### config.mk
export PLATFORM = sky130hd
export DESIGN_NAME = operand_forward_unit
export DESIGN_NICKNAME = d
export VERILOG_FILES = /design/src/rtl/operand_forward_unit.sv
export SDC_FILE = /design/constraint.sdc
export NUM_CORES = 1
export LEC_CHECK = 0
export BUFFER_PORTS_ARGS = -buffer_cell sky130_fd_sc_hd__buf_2
export CORE_MARGIN = 2
export CORE_UTILIZATION = 29
export DETAILED_ROUTE_END_ITERATION = 12
export GPL_TIMING_DRIVEN = 0
export PLACE_DENSITY_LB_ADDON = 0.25
export RECOVER_POWER = 100
export SLEW_MARGIN = 20
export SYNTH_ARGS = -nofsm -noshare
export SYNTH_HDL_FRONTEND = slang
export SYNTH_SLANG_ARGS = --single-unit
### constraint.sdc
create_clock -name clk -period 7.8 [get_ports clk]
set_input_delay 1.17 -clock clk [delete_from_list [all_inputs] [get_ports clk]]
set_output_delay 1.17 -clock clk [all_outputs]
set_load 0.05 [all_outputs]
### src/rtl/operand_forward_unit.sv
// Operand forwarding and load-use stall unit for a 5-stage RISC-V pipeline.
// Optional perf counters (fwd_cnt, stall_cnt) enabled by FWD_PERF_CNT_EN.
module operand_forward_unit #(
  parameter int unsigned DATA_W   = 32,
  parameter int unsigned REG_AW   = 5,
  parameter int unsigned ZERO_REG = 1
) (
  input  logic              clk,
  input  logic              rst_n,
  input  logic              id_valid,
  input  logic              id_we,
  input  logic              id_load,
  input  logic [REG_AW-1:0] id_rs1,
  input  logic [REG_AW-1:0] id_rs2,
  input  logic [REG_AW-1:0] id_rd,
  input  logic              id_use_rs1,
  input  logic              id_use_rs2,
  input  logic              flush,
  input  logic [DATA_W-1:0] rf_a_ex,
  input  logic [DATA_W-1:0] rf_b_ex,
  input  logic [DATA_W-1:0] alu_out_d2,
  input  logic [DATA_W-1:0] alu_out_d3,
  input  logic [DATA_W-1:0] dout_d3,
  output logic [DATA_W-1:0] ex_op_a,
  output logic [DATA_W-1:0] ex_op_b,
  output logic [1:0]        sel_a,
  output logic [1:0]        sel_b,
  output logic              stall
`ifdef FWD_PERF_CNT_EN
  ,
  output logic [31:0]       fwd_cnt,
  output logic [31:0]       stall_cnt
`endif
);

  typedef struct packed {
    logic              valid;
    logic              we;
    logic              load;
    logic [REG_AW-1:0] rd;
  } slot_t;

  typedef struct packed {
    slot_t             s;
    logic [REG_AW-1:0] rs1;
    logic [REG_AW-1:0] rs2;
    logic              use1;
    logic              use2;
  } ex_t;

  ex_t               ex_q, ex_d;
  slot_t             mem_q, wb_q;
  logic              ret_v_q, ret_we_q;
  logic [REG_AW-1:0] ret_rd_q;
  logic [DATA_W-1:0] ret_data_q, ret_data_d;
  logic [DATA_W-1:0] wb_data;
  logic              lu_a, lu_b;

  function automatic logic hit(
    input logic              v,
    input logic              we,
    input logic [REG_AW-1:0] rd,
    input logic [REG_AW-1:0] rs
  );
    return v && we && (rd == rs) &&
           !((ZERO_REG != 0) && (rs == '0));
  endfunction

  // Newest producer wins; a load still in MEM has no data yet.
  function automatic logic [1:0] pick(
    input logic              rd_en,
    input logic [REG_AW-1:0] rs,
    input slot_t             m,
    input slot_t             w,
    input logic              rv,
    input logic              rwe,
    input logic [REG_AW-1:0] rrd
  );
    if (!rd_en)
      return 2'd0;
    if (hit(m.valid, m.we, m.rd, rs) && !m.load)
      return 2'd1;
    if (hit(w.valid, w.we, w.rd, rs))
      return 2'd2;
    if (hit(rv, rwe, rrd, rs))
      return 2'd3;
    return 2'd0;
  endfunction

  always_comb begin
    wb_data    = wb_q.load ? dout_d3 : alu_out_d3;
    ret_data_d = wb_data;
    sel_a = pick(ex_q.s.valid && ex_q.use1, ex_q.rs1,
                 mem_q, wb_q, ret_v_q, ret_we_q, ret_rd_q);
    sel_b = pick(ex_q.s.valid && ex_q.use2, ex_q.rs2,
                 mem_q, wb_q, ret_v_q, ret_we_q, ret_rd_q);
    unique case (sel_a)
      2'd1:    ex_op_a = alu_out_d2;
      2'd2:    ex_op_a = wb_data;
      2'd3:    ex_op_a = ret_data_q;
      default: ex_op_a = rf_a_ex;
    endcase
    unique case (sel_b)
      2'd1:    ex_op_b = alu_out_d2;
      2'd2:    ex_op_b = wb_data;
      2'd3:    ex_op_b = ret_data_q;
      default: ex_op_b = rf_b_ex;
    endcase
  end

  always_comb begin
    lu_a = id_use_rs1 &&
           hit(ex_q.s.valid && ex_q.s.load, ex_q.s.we,
               ex_q.s.rd, id_rs1);
    lu_b = id_use_rs2 &&
           hit(ex_q.s.valid && ex_q.s.load, ex_q.s.we,
               ex_q.s.rd, id_rs2);
    stall = id_valid && (lu_a || lu_b);
  end

  always_comb begin
    ex_d         = ex_q;
    ex_d.s.valid = 1'b0;
    if (!stall && !flush) begin
      ex_d.s.valid = id_valid;
      ex_d.s.we    = id_we;
      ex_d.s.load  = id_load;
      ex_d.s.rd    = id_rd;
      ex_d.rs1     = id_rs1;
      ex_d.rs2     = id_rs2;
      ex_d.use1    = id_use_rs1;
      ex_d.use2    = id_use_rs2;
    end
  end

  always_ff @(posedge clk or negedge rst_n) begin
    if (!rst_n) begin
      ex_q       <= '0;
      mem_q      <= '0;
      wb_q       <= '0;
      ret_v_q    <= 1'b0;
      ret_we_q   <= 1'b0;
      ret_rd_q   <= '0;
      ret_data_q <= '0;
    end else begin
      ex_q       <= ex_d;
      mem_q      <= ex_q.s;
      wb_q       <= mem_q;
      ret_v_q    <= wb_q.valid;
      ret_we_q   <= wb_q.we;
      ret_rd_q   <= wb_q.rd;
      ret_data_q <= ret_data_d;
    end
  end

`ifdef FWD_PERF_CNT_EN
  logic [31:0] fwd_cnt_q, fwd_cnt_d;
  logic [31:0] stall_cnt_q, stall_cnt_d;
  logic [1:0]  fwd_inc;

  always_comb begin
    fwd_inc     = {1'b0, |sel_a} + {1'b0, |sel_b};
    fwd_cnt_d   = fwd_cnt_q + {30'd0, fwd_inc};
    stall_cnt_d = stall_cnt_q + {31'd0, stall};
  end

  always_ff @(posedge clk or negedge rst_n) begin
    if (!rst_n) begin
      fwd_cnt_q   <= '0;
      stall_cnt_q <= '0;
    end else begin
      fwd_cnt_q   <= fwd_cnt_d;
      stall_cnt_q <= stall_cnt_d;
    end
  end

  assign fwd_cnt   = fwd_cnt_q;
  assign stall_cnt = stall_cnt_q;
`endif

endmodule

==> run metrics <==
Setup crit end=ex_op_a[12]; commonest register cell after synthesis=dfrtp_1; Final Wtd Congestion=0.8829; pin count of the biggest net entering global routing=52; clock skew=roughly 0.0045 ns; number of synthesized flops with an enable pin=0; WP depth=9; total track usage=24.08%; root buf cell=clkbuf_16; critical path, cell by cell=buf_2 > a221o_1 > or4_1 > buf_2 > a31oi_1 > clkbuf_1 > nor2_1 > a31oi_1 > clkbuf_1; Distinct cells, synth=between 40 and 50; metal3 WL=1736 µm; CTS tree=yes; register area share after synthesis=36.20%; WP buf/inv=4; Worst R2R Path Depth=5; slowest library cell on the worst path=a31oi_1; Final ANT Viol Nets=0; Worst EP arrival=around 4.4 ns; R2R Path End=ret_data_q[11]; final core occ=about 40%; Slew @ Worst Pin=roughly 2.7 ns; fillers=1928; multi-input logic area=just over 0.003 mm²; clock sinks=between 70 and 80; Syn Area/Cell=8.514 µm²; Die Y-Extent=about 140 µm; Worst Hold Class=flip-flop to flip-flop; met2 wire len=roughly 11000 µm; setup violators final=0; die width=~140 µm; crit start category=flip-flop; max layer used=met5; share of flip-flops with an asynchronous set or reset=between 90% and 100%; total core area=about 0.017 mm²; DRT iter0 DRCs=approximately 370; # port buffers=roughly 250; unrepaired setup endpoints after global routing=no; worst r2r src=wb_q[5]; Worst-path clk slew=roughly 0.070 ns; Worst Setup End Kind=primary output; initial antenna violation count=1; first-pass GRT wire length=between 30000 and 40000 µm; final period utilization=a little over 70%; clk buf depth=2; Residual DRC=0; Starting Density=29.77%; routed via count=approximately 5.9k; status=finished with violations; failing checks=max-capacitance violations, max-slew violations; Critical Path Start=ex_q[8]; Ys Warns=0; max-slew violations=between 70 and 80; final wirelength=23390 µm; Leakage Power=2.857 nW; mean routed wirelength per cell=about 21 µm; FF+latch count, synth=75; synthesized area=about 0.0052 mm²; DPL Wire Length=roughly 18000 µm; Die Area=approximately 0.019 mm²; maximum VDD drop=between 0.0001 and 0.00015 V; global route overflow=0; max incr delay on CP=0.94 ns; Vias/cell=around 5.3; Synth Instances=609; synth-to-layout area growth=33.49%; share of layout cells above drive strength 1=between 20% and 30%; Post-CTS Hold Buffers=0; n_diodes=0; number of global-route vias before repair=5729; Sum Neg Setup Slack=0 ns; CP max FO=10; Setup Fix Bufs, Post-CTS=0; htree depth=3; PwrDens=171.6 mW/mm²; FF/Latch Area=0.001877 mm²; cts repair resizes=0; post-layout min period=~5.6 ns; cts bufs inserted=9; WS Path Type=flip-flop to primary output; Top Family by Delay on Critical Path=buffers and inverters; r2r setup slk=slightly above 5 ns; Worst-Skew Late Latency=0.34 ns; WP data required=6.63 ns; final net count=approximately 1.1k; fmax=~0.18 GHz; Pre-antenna DRT Iters=6; Max Cap Viol=2; Met1 Wirelength=between 10000 and 15000 µm; normalized max-slew margin=-83.20%; Rows=48; IO Pins=252; syn nets=around 790; Fin. Hold Viols=0
## stage by stage
stage | hold slack, ns | power (mW) | worst slack (ns) | cell area [µm²] | cells
after detailed placement | 0.3624 | 0.7622 | 3.444 | 6753 | 1086
after CTS | 0.3769 | 1.201 | 3.084 | 7059 | 1102
final | 0.3748 | 1.188 | 2.198 | 6922 | 1102
after global routing | 0.4006 | 1.239 | 2.010 | 6922 | 1102
after floorplan | 0.3466 | 0.6413 | 3.467 | 5185 | 609
after global placement | 0.3513 | 0.7579 | 3.442 | 6723 | 1085
## power by group
part	total [mW]	switching, mW	leakage [nW]	internal, mW
registers	0.462	0.0348	0.880	0.427
logic	0.283	0.179	1.82	0.104
clock network	0.443	0.189	0.153	0.254
total	1.19	0.403	2.86	0.785
## final cells by class
class / count / share of cell area (%)
Inverter: 7 / 0.3796
Clock inverter: 7 / 1.175
Sequential cell: 75 / 27.11
Timing Repair Buffer: 252 / 17.01
Buffer: 50 / 3.163
Tap cell: 225 / 4.067
Clock buffer: 9 / 3.254
Multi-Input combinational cell: 477 / 43.84
## sequential cells by signal, summed over array words and instances, names as in the netlist
register,cells
ex_q,20
wb_q,8
ret_data_q,32
mem_q,8
ret_we_q,1
ret_v_q,1
ret_rd_q,5
## synthesized netlist by cell type (6+ instances only)
| cell type | number | area (µm²) |
|---|---|---|
| xnor2_1 | 29 | 254.0 |
| xor2_1 | 7 | 61.31 |
| a22o_1 | 6 | 52.55 |
| o21ai_0 | 46 | 230.2 |
| a31oi_1 | 34 | 212.7 |
| nand2_1 | 65 | 244.0 |
| mux2_2 | 47 | 529.3 |
| o32a_1 | 6 | 60.06 |
| nand4_1 | 18 | 112.6 |
| dfrtp_1 | 75 | 1877 |
| nor3_1 | 15 | 75.07 |
| o21a_1 | 16 | 120.1 |
| buf_2 | 20 | 100.1 |
| a21o_1 | 14 | 105.1 |
| a21oi_1 | 40 | 200.2 |
| nor2_1 | 65 | 244.0 |
| a2bb2oi_1 | 6 | 52.55 |
| clkbuf_1 | 24 | 90.09 |
## cells by family after synthesis
family | Yosys count | share of synthesized area [%]
AOI/OAI and AO/OA | 197 | 24.57
xor gates and xnor gates | 36 | 6.081
buffers and inverters | 57 | 4.899
DFF | 75 | 36.20
muxes | 51 | 10.98
and+or+nand+nor | 193 | 17.28
## how the worst min path moves through the flow
stage / from / end / slack [ns] / depth (start not counted)
2_1_floorplan: mem_q[6] / wb_q[6] / 0.35 / 0
3_3_place_gp: mem_q[7] / wb_q[7] / 0.35 / 0
3_5_place_dp: mem_q[7] / wb_q[7] / 0.36 / 0
4_1_cts: mem_q[7] / wb_q[7] / 0.38 / 0
5_1_grt: mem_q[7] / wb_q[7] / 0.40 / 0
6_report: mem_q[7] / wb_q[7] / 0.37 / 0
## cells in the final DEF, fill, tap and decap left out, types with 2 or more instances in the layout
cell / count
a21o_1: 14
a21oi_1: 40
a22o_1: 6
a22oi_1: 5
a2bb2oi_1: 6
a31oi_1: 35
a32oi_1: 4
and2_1: 4
buf_2: 204
buf_4: 2
clkbuf_1: 95
clkbuf_16: 9
dfrtp_1: 75
inv_1: 5
inv_2: 2
inv_6: 3
mux2_1: 27
mux2_2: 20
mux2i_1: 4
nand2_1: 65
nand3_1: 4
nand4_1: 18
nor2_1: 65
nor3_1: 16
nor4_1: 4
o2111ai_1: 2
o211ai_1: 2
o21a_1: 16
o21ai_0: 46
o21ai_1: 2
o221ai_1: 2
o22ai_1: 4
o31ai_1: 2
o32a_1: 6
or3_1: 5
or4_1: 5
xnor2_1: 29
xor2_1: 7
## routing by layer
| layer | global-route usage (%) | vias up |
|---|---|---|
| met5 | 0 | - |
| met4 | 5.839 | 2 |
| met3 | 5.666 | 35 |
| met2 | 40.57 | 254 |
| met1 | 31.19 | 2827 |
| li1 | - | 2756 |
(Power assumes the default switching activity.)
